File: src/rtl/crosswalk_pkg.sv
// rtl/crosswalk_pkg.sv - shared state encoding and default timing for the crosswalk array
// Purpose: per-channel walk/stop state type and default timing constants.
// Ports: none (package).
package crosswalk_pkg;

  typedef enum logic [1:0] {
    ST_STOP  = 2'd0,
    ST_WALK  = 2'd1,
    ST_CLEAR = 2'd2
  } state_t;

  localparam int DEF_N_CH       = 4;
  localparam int DEF_WALK_TIME  = 10;
  localparam int DEF_BLINK_DIV  = 2;
  localparam int DEF_CLEAR_TIME = 32;
  localparam int DEF_TIMER_W    = 8;

endpackage

File: src/rtl/crosswalk_chan.sv
// rtl/crosswalk_chan.sv - one crossing: walk/stop FSM, phase timer and request latch
// Purpose: pedestrian signal head controller slaved to one traffic-light phase.
// Ports:
//   clk, rst_n        clock, asynchronous active-low reset
//   red, ylw, grn     traffic phase for this crossing
//   cross_button      synchronised pedestrian request level
//   walk_light        registered walk lamp
//   stop_light        registered stop lamp (blinks during clearance)
//   req_pending       request latched and not yet served
module crosswalk_chan
  import crosswalk_pkg::*;
#(
  parameter int WALK_TIME  = DEF_WALK_TIME,
  parameter int BLINK_DIV  = DEF_BLINK_DIV,
  parameter int CLEAR_TIME = DEF_CLEAR_TIME,
  parameter int TIMER_W    = DEF_TIMER_W
) (
  input  logic clk,
  input  logic rst_n,
  input  logic red,
  input  logic ylw,
  input  logic grn,
  input  logic cross_button,
  output logic walk_light,
  output logic stop_light,
  output logic req_pending
);

  localparam logic [TIMER_W-1:0] WALK_LAST  = TIMER_W'(WALK_TIME - 1);
  localparam logic [TIMER_W-1:0] CLEAR_LAST = TIMER_W'(CLEAR_TIME - 1);
  localparam logic [TIMER_W-1:0] BLINK_LAST = TIMER_W'(BLINK_DIV - 1);

  state_t             state_q, state_d;
  logic [TIMER_W-1:0] timer_q, timer_d;
  logic [TIMER_W-1:0] blink_q, blink_d;
  logic               req_q, req_d;
  logic               grn_q;
  logic               walk_q, walk_d;
  logic               stop_q, stop_d;
  logic               grn_rise;

  always_comb begin
    grn_rise = grn & ~grn_q;
    state_d  = state_q;
    timer_d  = '0;
    blink_d  = '0;
    req_d    = req_q | cross_button;
    walk_d   = 1'b0;
    stop_d   = 1'b1;

    // Red wins over everything; the request latch keeps collecting presses.
    if (red) begin
      state_d = ST_STOP;
    end else begin
      case (state_q)
        ST_STOP: begin
          // A press in the same cycle as the green edge is served directly,
          // so req never becomes visible.
          if ((req_q | cross_button) & grn_rise) begin
            state_d = ST_WALK;
            walk_d  = 1'b1;
            stop_d  = 1'b0;
            req_d   = 1'b0;
          end
        end
        ST_WALK: begin
          stop_d = 1'b0;
          if (timer_q == WALK_LAST) begin
            state_d = ST_CLEAR;
          end else begin
            timer_d = timer_q + 1'b1;
            walk_d  = 1'b1;
          end
        end
        ST_CLEAR: begin
          if (ylw || (timer_q == CLEAR_LAST)) begin
            state_d = ST_STOP;
          end else begin
            timer_d = timer_q + 1'b1;
            // stop_light entered CLEAR at 0; flip it each BLINK_DIV cycles.
            if (blink_q == BLINK_LAST) begin
              stop_d = ~stop_q;
            end else begin
              blink_d = blink_q + 1'b1;
              stop_d  = stop_q;
            end
          end
        end
        default: state_d = ST_STOP;
      endcase
    end
  end

  always_ff @(posedge clk or negedge rst_n) begin
    if (!rst_n) begin
      state_q <= ST_STOP;
      timer_q <= '0;
      blink_q <= '0;
      req_q   <= 1'b0;
      grn_q   <= 1'b0;
      walk_q  <= 1'b0;
      stop_q  <= 1'b1;
    end else begin
      state_q <= state_d;
      timer_q <= timer_d;
      blink_q <= blink_d;
      req_q   <= req_d;
      grn_q   <= grn;
      walk_q  <= walk_d;
      stop_q  <= stop_d;
    end
  end

  assign walk_light  = walk_q;
  assign stop_light  = stop_q;
  assign req_pending = req_q;

endmodule

File: src/rtl/crosswalk_array.sv
// rtl/crosswalk_array.sv - N_CH independent pedestrian crossing controllers
// Purpose: replicates crosswalk_chan per crossing and slices the port vectors.
// Ports:
//   clk, rst_n                       clock, asynchronous active-low reset
//   red/ylw/grn_trffc_light [N_CH]   per-channel traffic phase
//   cross_button [N_CH]              per-channel pedestrian request level
//   walk_light, stop_light [N_CH]    registered pedestrian lamps
//   req_pending [N_CH]               latched, unserved requests
module crosswalk_array
  import crosswalk_pkg::*;
#(
  parameter int N_CH       = DEF_N_CH,
  parameter int WALK_TIME  = DEF_WALK_TIME,
  parameter int BLINK_DIV  = DEF_BLINK_DIV,
  parameter int CLEAR_TIME = DEF_CLEAR_TIME,
  parameter int TIMER_W    = DEF_TIMER_W
) (
  input  logic            clk,
  input  logic            rst_n,
  input  logic [N_CH-1:0] red_trffc_light,
  input  logic [N_CH-1:0] ylw_trffc_light,
  input  logic [N_CH-1:0] grn_trffc_light,
  input  logic [N_CH-1:0] cross_button,
  output logic [N_CH-1:0] walk_light,
  output logic [N_CH-1:0] stop_light,
  output logic [N_CH-1:0] req_pending
);

  for (genvar ch = 0; ch < N_CH; ch++) begin : g_chan
    crosswalk_chan #(
      .WALK_TIME  (WALK_TIME),
      .BLINK_DIV  (BLINK_DIV),
      .CLEAR_TIME (CLEAR_TIME),
      .TIMER_W    (TIMER_W)
    ) u_chan (
      .clk          (clk),
      .rst_n        (rst_n),
      .red          (red_trffc_light[ch]),
      .ylw          (ylw_trffc_light[ch]),
      .grn          (grn_trffc_light[ch]),
      .cross_button (cross_button[ch]),
      .walk_light   (walk_light[ch]),
      .stop_light   (stop_light[ch]),
      .req_pending  (req_pending[ch])
    );
  end

endmodule
File: config.mk
export PLATFORM = sky130hd
export DESIGN_NAME = crosswalk_array
export DESIGN_NICKNAME = d
export VERILOG_FILES = /design/src/rtl/crosswalk_pkg.sv /design/src/rtl/crosswalk_chan.sv /design/src/rtl/crosswalk_array.sv
export SDC_FILE = /design/constraint.sdc
export NUM_CORES = 1
export LEC_CHECK = 0
export CORE_UTILIZATION = 59
export DETAILED_ROUTE_END_ITERATION = 8
export PLACE_DENSITY = 0.76
export SLEW_MARGIN = 20
export SYNTH_ARGS = -nofsm -noshare
export SYNTH_HDL_FRONTEND = slang
export SYNTH_SLANG_ARGS = --single-unit
File: constraint.sdc
create_clock -name clk -period 1.8 [get_ports clk]
set_input_delay 0.36 -clock clk [delete_from_list [all_inputs] [get_ports clk]]
set_output_delay 0.36 -clock clk [all_outputs]
set_load 0.01 [all_outputs]
==> results of run 1 <==
[power by group]
group | total [W] | internal, W | switching, W
Combinational | 0.00125 | 0.000627 | 0.000624
Clock | 0.00158 | 0.000896 | 0.000685
Sequential | 0.00225 | 0.00214 | 0.000117
[final timing paths]
kind                            depth (start not counted)  slack (ns)                                      end
worst max-delay path                                    5        0.08  g_chan[3].u_chan.state_q[0]$_DFFE_PN0P_
worst min-delay path                                    2        0.39    g_chan[2].u_chan.timer_q[4]$_DFF_PN0_
worst max register to register                          5        0.08  g_chan[3].u_chan.state_q[0]$_DFFE_PN0P_
worst min register to register                          1        0.51    g_chan[2].u_chan.timer_q[0]$_DFF_PN0_
max in group asynchronous                               3        0.86  g_chan[1].u_chan.stop_light$_DFFE_PN1P_
min in group clk                                        1        0.47         g_chan[3].u_chan.grn_q$_DFF_PN0_
[metrics by stage]
step,hold WS [ns],cells
2_1_floorplan,0.0644,462
3_3_place_gp,0.228,597
3_5_place_dp,0.227,597
4_1_cts,0.388,614
5_1_grt,0.399,615
6_report,0.389,615
[routing by layer]
| layer | part of all wire [%] | vias up | track usage [%] |
|---|---|---|---|
| met4 | 1.1 | 0 | 7.94 |
| met5 | 0 | - | 0 |
| met3 | 2.2 | 8 | 3.69 |
| li1 | - | 1630 | - |
| met2 | 50 | 36 | 37.8 |
| met1 | 47 | 1608 | 27.7 |
[synth_stat cells, drive strengths merged]
master   n
o31ai    2
a21oi   12
nand3   29
a211oi   1
nor4bb   2
o31a     1
xor2    38
or4      2
ha      36
o221a    3
a41oi    2
inv     19
and4b    1
nand4    3
nor2b    5
nor3b    9
dfrtp   84
and2     3
and4     4
nand2   19
and3    11
nand2b  24
nor4b    7
nand4b   3
buf     12
clkbuf   4
xnor2   10
o21ai    7
nor3    10
mux2i    6
a21boi   2
nor4     1
nor2    86
dfstp    4
[cell type report]
| type | instances | share of cell area [%] |
|---|---|---|
| Multi-Input combinational cell | 339 | 43.0 |
| Timing Repair Buffer | 51 | 8.54 |
| Sequential cell | 88 | 40.4 |
| Tap cell | 102 | 2.34 |
| Clock inverter | 4 | 1.37 |
| Clock buffer | 12 | 3.02 |
| Inverter | 19 | 1.30 |
[registers in the layout (all words and copies together) (netlist names)]
signal / count
g_chan.u_chan.req_pending: 4
g_chan.u_chan.stop_light: 4
g_chan.u_chan.state_q: 8
g_chan.u_chan.blink_q: 32
g_chan.u_chan.walk_light: 4
g_chan.u_chan.timer_q: 32
g_chan.u_chan.grn_q: 4
[timing repair]
| action | CTS | global route |
|---|---|---|
| hold buffers | 1 | 0 |
| setup buffers | 0 | 1 |
| hold endpoints to repair | 9 | 0 |
| pin swaps | 0 | 3 |
| setup endpoints to repair | 3 | 49 |
| gates resized for setup | 3 | 16 |
[critical path, cell delays in order, from the launching register on]
cell     delay [ns]
dfrtp_1        0.40
ha_2           0.22
and4_1         0.26
a21oi_2        0.11
or4_1          0.54
o31ai_1        0.09
[kinds of logic (layout without fill, tap and decap cells)]
family                   after synthesis  in the layout  share of synthesized area (%)
AND/OR/NAND/NOR                      219            219                           24.5
adder cells (fa/ha/maj)               36             36                           9.64
XOR/XNOR                              48             48                           9.00
AO/OA/AOI/OAI                         30             30                           4.53
buffers and inverters                 35             86                           3.78
flip-flops                            88             88                           47.3
multiplexers                           6              6                           1.29
==> impl_metrics.csv, run 1 <==
group,metric,value,unit
synth,ys_warn_count,0,
final_layout,finish.utilization,71.1,%
status,status,"complete, no violations",
timing,relSlewSlack,63.2,%
floorplanning,die_area,0.00828,mm2
detailed_routing,dr.pass1.iters,5,
timing,hold_viol,0,
setup_path,r2r-start,"g_chan[3].u_chan.timer_q[1]$_DFF_PN0_",
floorplanning,ioPinCount,30,
clock_tree,clkTransAtPathRegs,0.09,ns
clock_tree,clock_latency,0.35,ns
final_layout,nFillCells,572,
clock_tree,root_buffer,"clkbuf_8",
final_layout,seq_area,0.00221,mm2
final_layout,area_growth_syn_to_layout,17.0,%
floorplanning,die_h,91.0,um
detailed_routing,via_per_inst,5.34,
synth,syn-num-nets,516,
timing,setup-tns-final,0,ns
setup_path,crit_type,"register to register",
floorplanning,rows,32,
timing,rsz0062_at_grt,"yes",
place,place_area,0.00514,mm2
final_layout,fin_area,0.00547,mm2
final_layout,final_cell_mix,"86 x nor2_1, 84 x dfrtp_1, 38 x xor2_1, 34 x ha_1, 29 x nand3_1",
timing,fin_crit,1.72,ns
floorplanning,die_w,91.0,um
timing,tightest_slew,0.551,ns
synth,post-synth-top-area-cell,"dfrtp_1",
power,total_power,0.00509,W
floorplanning,core-area,0.00769,mm2
synth,postSynthCellCount,462,
grt,grt-ovfl-total,0,
synth,ys_ff_latch,88,
clock_tree,htreeDepth,3,
grt,grt_max_degree,42,
final_layout,nets,562,
power,peakVddDrop,0.530,mV
final_layout,layout_commonest_cell,"nor2_1",
hold_path,hold_class,"input pin to asynchronous set/reset pin",
clock_tree,cts_tree,"done",
synth,ys_seq_area_share,47.3,%
place,routabilityCongestion,0.814,
power,power_density,931,mW/mm2
timing,finalSetupViolCount,0,
setup_path,path_max_fanout,5,
setup_path,crit_start,"g_chan[3].u_chan.timer_q[1]$_DFF_PN0_",
grt,grtUsageTotal,21.9,%
synth,synth_top_area_share,45.0,%
setup_path,critPathLaunchType,"register",
detailed_routing,drc,0,
timing,min_period_over_period,95.5,%
clock_tree,cts_sinks,88,
run,drv_cap,0,
grt,antenna_found_initial,0,
place,port-buffer-count,29,
setup_path,cp.arrival,1.96,ns
final_layout,antenna_cells,0,
floorplanning,start_util,60.8,%
final_layout,multi_input_area,0.00235,mm2
power,leakage,2.37,nW
place,pre_cts_slack,-0.0832,ns
timing,slew_violations,0,
timing,fmax,582,MHz
setup_path,required,2.05,ns
final_layout,drive_above_1_share,12.1,%
detailed_routing,vias,3282,
synth,synthDistinctLibCells,39,
clock_tree,cts_made_buffers,9,
synth,synth.avg_cell_area,10.1,um2
timing,fin_skew,0.00898,ns
synth,syn_area,0.00467,mm2
detailed_routing,avgRoutedWirePerCell,13.4,um
clock_tree,clk_path_buf_depth,2,
setup_path,worstSetupEndpointType,"register",
timing,finalWorstSetupSlack,0.0812,ns
synth,synth.area.top_cells,"dfrtp_1 45%, ha_1 9.6%, xor2_1 7.1%, nor2_1 6.9%, nand2b_1 3.2%",
detailed_routing,wl,8240,um
place,post-dp-hpwl,5810,um
grt,grt_first_pass_wirelength,14600,um
detailed_routing,ant_nets,0,
detailed_routing,drt_iter0_drc,95,
grt,grt_pass1_vias,3418,
No activity file was read; power rests on OpenSTA's default activity.
==> inputs of run 2 (changes only) <==
--- a/config.mk
+++ b/config.mk
@@ -5,6 +5,7 @@
 export SDC_FILE = /design/constraint.sdc
 export NUM_CORES = 1
 export LEC_CHECK = 0
+export CAP_MARGIN = 10
 export CORE_UTILIZATION = 59
 export DETAILED_ROUTE_END_ITERATION = 8
 export PLACE_DENSITY = 0.76
==> results of run 2 <==
Final layout, timing and power as in run 1 (identical DEF).
